[config.mk]
export PLATFORM = sky130hd
export DESIGN_NAME = alu_acc_sequencer
export DESIGN_NICKNAME = d
export VERILOG_FILES = /design/src/rtl/alu_acc_sequencer.sv
export SDC_FILE = /design/constraint.sdc
export NUM_CORES = 1
export LEC_CHECK = 0
export CAP_MARGIN = 20
export CORE_ASPECT_RATIO = 1.25
export CORE_UTILIZATION = 38
export CTS_CLUSTER_SIZE = 28
export DETAILED_ROUTE_END_ITERATION = 8
export MAX_ROUTING_LAYER = met4
export PLACE_DENSITY = 0.88
export SLEW_MARGIN = 30
export SYNTH_ARGS = -nofsm -noshare
export SYNTH_HDL_FRONTEND = slang
export SYNTH_SLANG_ARGS = --single-unit
[constraint.sdc]
create_clock -name clk -period 1.4 [get_ports clk]
set_input_delay 0.28 -clock clk [delete_from_list [all_inputs] [get_ports clk]]
set_output_delay 0.28 -clock clk [all_outputs]
set_load 0.01 [all_outputs]
[src/rtl/alu_acc_sequencer.sv]
// Operation sequencer and accumulator wrapped around an external 8-bit ALU.
// Multi-bit shifts are issued as repeated 1-bit ALU shifts, one per EXEC cycle.
module alu_acc_sequencer #(
  parameter int DATA_W  = 8,
  parameter int SEL_W   = 4,
  parameter int SHAMT_W = 3
) (
  input  logic               clk,
  input  logic               rst,
  input  logic               op_valid,
  output logic               op_ready,
  input  logic [SEL_W-1:0]   op_code,
  input  logic [DATA_W-1:0]  op_operand,
  input  logic [SHAMT_W-1:0] op_shamt,
  output logic [SEL_W-1:0]   alu_select,
  output logic [DATA_W-1:0]  alu_a_in,
  output logic [DATA_W-1:0]  alu_b_in,
  input  logic [DATA_W-1:0]  alu_out,
  input  logic               alu_zero_flag,
  input  logic               alu_carry_out,
  output logic [DATA_W-1:0]  acc,
  output logic               zero_flag,
  output logic               carry_flag,
  output logic               busy,
  output logic               done,
  output logic               op_err
);

  localparam logic [SEL_W-1:0] OP_NOP  = SEL_W'(4'b0000);
  localparam logic [SEL_W-1:0] OP_ADD  = SEL_W'(4'b0001);
  localparam logic [SEL_W-1:0] OP_SUB  = SEL_W'(4'b0010);
  localparam logic [SEL_W-1:0] OP_NOR  = SEL_W'(4'b0011);
  localparam logic [SEL_W-1:0] OP_LDA  = SEL_W'(4'b0100);
  localparam logic [SEL_W-1:0] OP_SHFR = SEL_W'(4'b1011);
  localparam logic [SEL_W-1:0] OP_SHFL = SEL_W'(4'b1100);

  typedef enum logic [1:0] {IDLE, EXEC, DONE} state_t;

  state_t              state;
  logic [SEL_W-1:0]    op_reg;
  logic [DATA_W-1:0]   operand_reg;
  logic [SHAMT_W-1:0]  cnt;

  assign op_ready = (state == IDLE) && !rst;
  assign busy     = (state != IDLE);
  assign alu_a_in = acc;
  assign alu_b_in = operand_reg;

  // The ALU holds its outputs on unhandled selects, so it only sees a real
  // opcode while EXEC is actually sampling it; LDA bypasses the ALU.
  always_comb begin
    alu_select = OP_NOP;
    if (state == EXEC && op_reg != OP_LDA) alu_select = op_reg;
  end

  // NOTE: all state uses non-blocking assignments so every register samples
  // pre-edge values; done/op_err default low and are set only entering DONE.
  always_ff @(posedge clk) begin
    if (rst) begin
      state       <= IDLE;
      op_reg      <= OP_NOP;
      operand_reg <= '0;
      cnt         <= '0;
      acc         <= '0;
      zero_flag   <= 1'b0;
      carry_flag  <= 1'b0;
      done        <= 1'b0;
      op_err      <= 1'b0;
    end else begin
      done   <= 1'b0;
      op_err <= 1'b0;
      unique case (state)
        IDLE: begin
          if (op_valid) begin
            op_reg      <= op_code;
            operand_reg <= op_operand;
            case (op_code)
              OP_ADD, OP_SUB, OP_NOR, OP_LDA: begin
                cnt   <= SHAMT_W'(1);
                state <= EXEC;
              end
              OP_SHFL, OP_SHFR: begin
                cnt <= op_shamt;
                if (op_shamt != '0) begin
                  state <= EXEC;
                end else begin
                  state <= DONE;
                  done  <= 1'b1;
                end
              end
              OP_NOP: begin
                state <= DONE;
                done  <= 1'b1;
              end
              default: begin
                state  <= DONE;
                done   <= 1'b1;
                op_err <= 1'b1;
              end
            endcase
          end
        end
        EXEC: begin
          if (op_reg == OP_LDA) begin
            acc        <= operand_reg;
            zero_flag  <= (operand_reg == '0);
            carry_flag <= 1'b0;
          end else begin
            acc        <= alu_out;
            zero_flag  <= alu_zero_flag;
            carry_flag <= alu_carry_out;
          end
          cnt <= cnt - SHAMT_W'(1);
          if (cnt == SHAMT_W'(1)) begin
            state <= DONE;
            done  <= 1'b1;
          end
        end
        DONE: state <= IDLE;
        default: state <= IDLE;
      endcase
    end
  end

endmodule

==> results.py <==
metrics = {
    "pwr": {
        "p_seq_share_pct": 38.9,
        "power_frac_comb_pct": 24.9,
        "vdd.ir_drop.worst_mv": 0.6162,
        "p_clk_share_pct": 36.1,
        "power_density_nw_per_um2": 1072,
        "total_power_w": 0.002459,
        "sw_frac_of_total_pct": 26.58,
        "leakage_nw": 1.046,
        "p_switching_w": 0.0006535,
        "power.internal_w": 0.001805,
    },
    "synthesis": {
        "yosysSeqAreaShare_pct": 39.66,
        "yosys_warnings": 0,
        "avgSynthCellArea_sq_um": 8.462,
        "syn_inst": 173,
        "synth_seq_cells": 29,
        "syn-num-nets": 203,
        "ys_types": 38,
        "netlist_area_sq_um": 1464,
    },
    "clock_network": {
        "clkTransAtPathRegs_ns": 0.06,
        "clock-sinks": 29,
        "cts_root_buffer": "clkbuf_8",
        "hold_buffers": 0,
        "htree_levels": 2,
        "numCtsBuffers": 5,
        "cts_tree": "built",
        "clockBufferDepth": 2,
        "clock_latency_ns": 0.28,
    },
    "sta": {
        "maxSlewViolCount": 0,
        "skew_ns": 0.005836,
        "worst_pin_slew_ns": 0.3171,
        "hold_slack_ns": 0.4509,
        "period_minus_slack_ns": 1.460,
        "worst_slack_ns": -0.05993,
        "hold_violations": 0,
        "setup_viol": 5,
        "slew_headroom_pct": 78.66,
        "rsz0062_at_grt": "yes",
        "finalCritPeriodShare_pct": 104.3,
        "fmax_ghz": 0.6850,
    },
    "placement": {
        "dp.cells": 274,
        "place_congestion": 0.8582,
        "io_buffers": 61,
        "post-place-ws_ns": -0.4446,
        "hpwl_um": 2774,
    },
    "finish": {
        "instances_no_fill": 284,
        "antenna_cells": 0,
        "num-fill-cells": 309,
        "layout_commonest_cell": "dlygate4sd2_1",
        "nets": 274,
        "area_growth_pct": 56.67,
        "drive_gt1_share_pct": 21.63,
        "layout_common_cells": "34 x dlygate4sd2_1, 31 x nand2_1, 27 x dfxtp_1",
        "utilization_pct": 64.18,
    },
    "detailed_routing": {
        "drt_pre_antenna_iters": 6,
        "wire_per_inst_um": 13.76,
        "wl_um": 3909,
        "avgViaCountPerCell": 5.035,
        "post-route-drc-count": 5,
        "drt_iter0_drc": 49,
        "drtAntennaViolNets": 0,
        "num_vias": 1430,
    },
    "worst_setup_path": {
        "path_max_fanout": 6,
        "r2r_setup_slack_ns": 0.01,
        "required_ns": 1.12,
        "arrival_ns": 1.18,
        "criticalPathCategory": "flip-flop to output port",
        "crit_path_start_kind": "flip-flop",
        "cp-end-kind": "output port",
        "r2r_start": "op_reg[0]",
        "setup.worst_path.start": "state[0]",
    },
    "global_routing": {
        "grt_util_all_layers_pct": 19.63,
        "grt_overflow": 0,
        "grt_pass1_wl_um": 6106,
        "grt_start_max_net_pins": 30,
        "grt_pass1_vias": 1343,
        "grt_antenna_before_repair": 0,
    },
    "floorplanning": {
        "start_util_pct": 40.97,
        "die_h_um": 71.40,
        "die_x_um": 57.52,
        "num_rows": 24,
        "dieArea_sq_um": 4106,
        "core_sq_um": 3573,
        "pin_count": 62,
    },
    "run_status": {
        "status": "finished, violations left",
        "violations": "design-rule violations, negative setup slack",
    },
    "run": {
        "max-cap-violations": 0,
    },
    "worst_hold_path": {
        "min_from": "carry_flag",
        "hp-class": "flip-flop to flip-flop",
    },
}
-- final timing paths --
path	to	cells after the start
setup / recovery	alu_select[2]	5
hold / removal	carry_flag	2
setup reg to reg	acc[4]	4
hold reg to reg	carry_flag	2
-- area by class of cell --
cell class / instances / area [sq um] / share of cell area (%)
Sequential cell: 29 / 583.1 / 25.42
Timing Repair Buffer: 83 / 754.5 / 32.90
Inverter: 6 / 22.52 / 0.9820
Multi-Input combinational cell: 119 / 768.2 / 33.50
Clock buffer: 7 / 86.33 / 3.764
Clock inverter: 1 / 30.03 / 1.309
Tap cell: 39 / 48.80 / 2.128
-- cells by family after synthesis --
group,count (synthesis),share of synthesized area (%)
buffers and inverters,25,10.85
and+or+nand+nor,68,23.59
muxes,8,5.470
adders and majority gates,2,1.709
AOI/OAI and AO/OA,41,18.72
DFF,29,39.66
-- power groups by stage --
| stage | clock (W) | sequential (W) | combinational (W) |
|---|---|---|---|
| 2_1_floorplan | 0 | 0.000986 | 0.000297 |
| 3_3_place_gp | 0 | 0.000971 | 0.000615 |
| 3_5_place_dp | 0 | 0.000975 | 0.000627 |
| 4_1_cts | 0.000902 | 0.000957 | 0.000597 |
| 5_1_grt | 0.000943 | 0.000967 | 0.000665 |
| 6_report | 0.000888 | 0.000957 | 0.000613 |
-- repair_timing --
item,in CTS,in global routing
endpoints found under the setup margin,39,12
gates resized for setup,72,7
pin swaps,8,1
cloned,0,0
setup buffers,2,0
-- cell usage after synthesis --
master     instances  area (sq um)
a32o_2             1         11.26
a31oi_1            2         12.51
dfxtp_1           29         580.6
a21oi_1           18         90.09
nor3_1             2         10.01
nor3b_1            1         7.510
o21ai_1            1         5.000
a211oi_1           8         60.06
o211a_1            1         10.01
ha_1               2         25.02
o22ai_1            1         6.260
buf_2              2         10.01
mux2i_1            8         80.08
o32ai_1            2         17.52
clkbuf_1           5         18.77
nand2b_1           4         25.02
a311oi_1           1         8.760
nor3b_2            1         12.51
or3_1              1         6.260
nor4_1             3         18.77
buf_6              3         33.78
buf_4              8         60.06
a221o_1            1         10.01
nor2b_1            1         6.260
a221oi_1           1         8.760
or2b_2             2         17.52
clkbuf_8           1         13.76
o21ai_0            1         5.000
nor2_2             1         6.260
nand2_1           31         116.4
nand3b_1           2         15.01
and2_1             4         25.02
nor4b_4            1         23.77
and2_0             1         6.260
nor2_1            13         48.80
inv_1              6         22.52
o2111ai_1          2         17.52
o221a_1            1         11.26
-- routing by layer --
| metal | up-vias | global-route usage, % | routed length [um] |
|---|---|---|---|
| met5 | - | - | 0 |
| met2 | 32 | 32.82 | 2032 |
| met4 | 0 | 6.504 | 49 |
| met3 | 4 | 3.971 | 149 |
| li1 | 740 | - | - |
| met1 | 654 | 23.36 | 1678 |
-- critical path, cell delays in order, from the launching register on --
cell and delay (ns):
dfxtp_2 0.34, nor2b_1 0.13, buf_4 0.15, nand2_1 0.05, nor2_1 0.08, buf_2 0.15
-- per-stage QoR --
stage,TNS [ns],area (sq um)
after floorplan,0,1465
after global placement,-3.839,2150
after detailed placement,-4.070,2150
after CTS,-0.1033,2270
after global routing,-0.4633,2293
final,-0.1586,2293
Power figures use the tool's default switching activity.
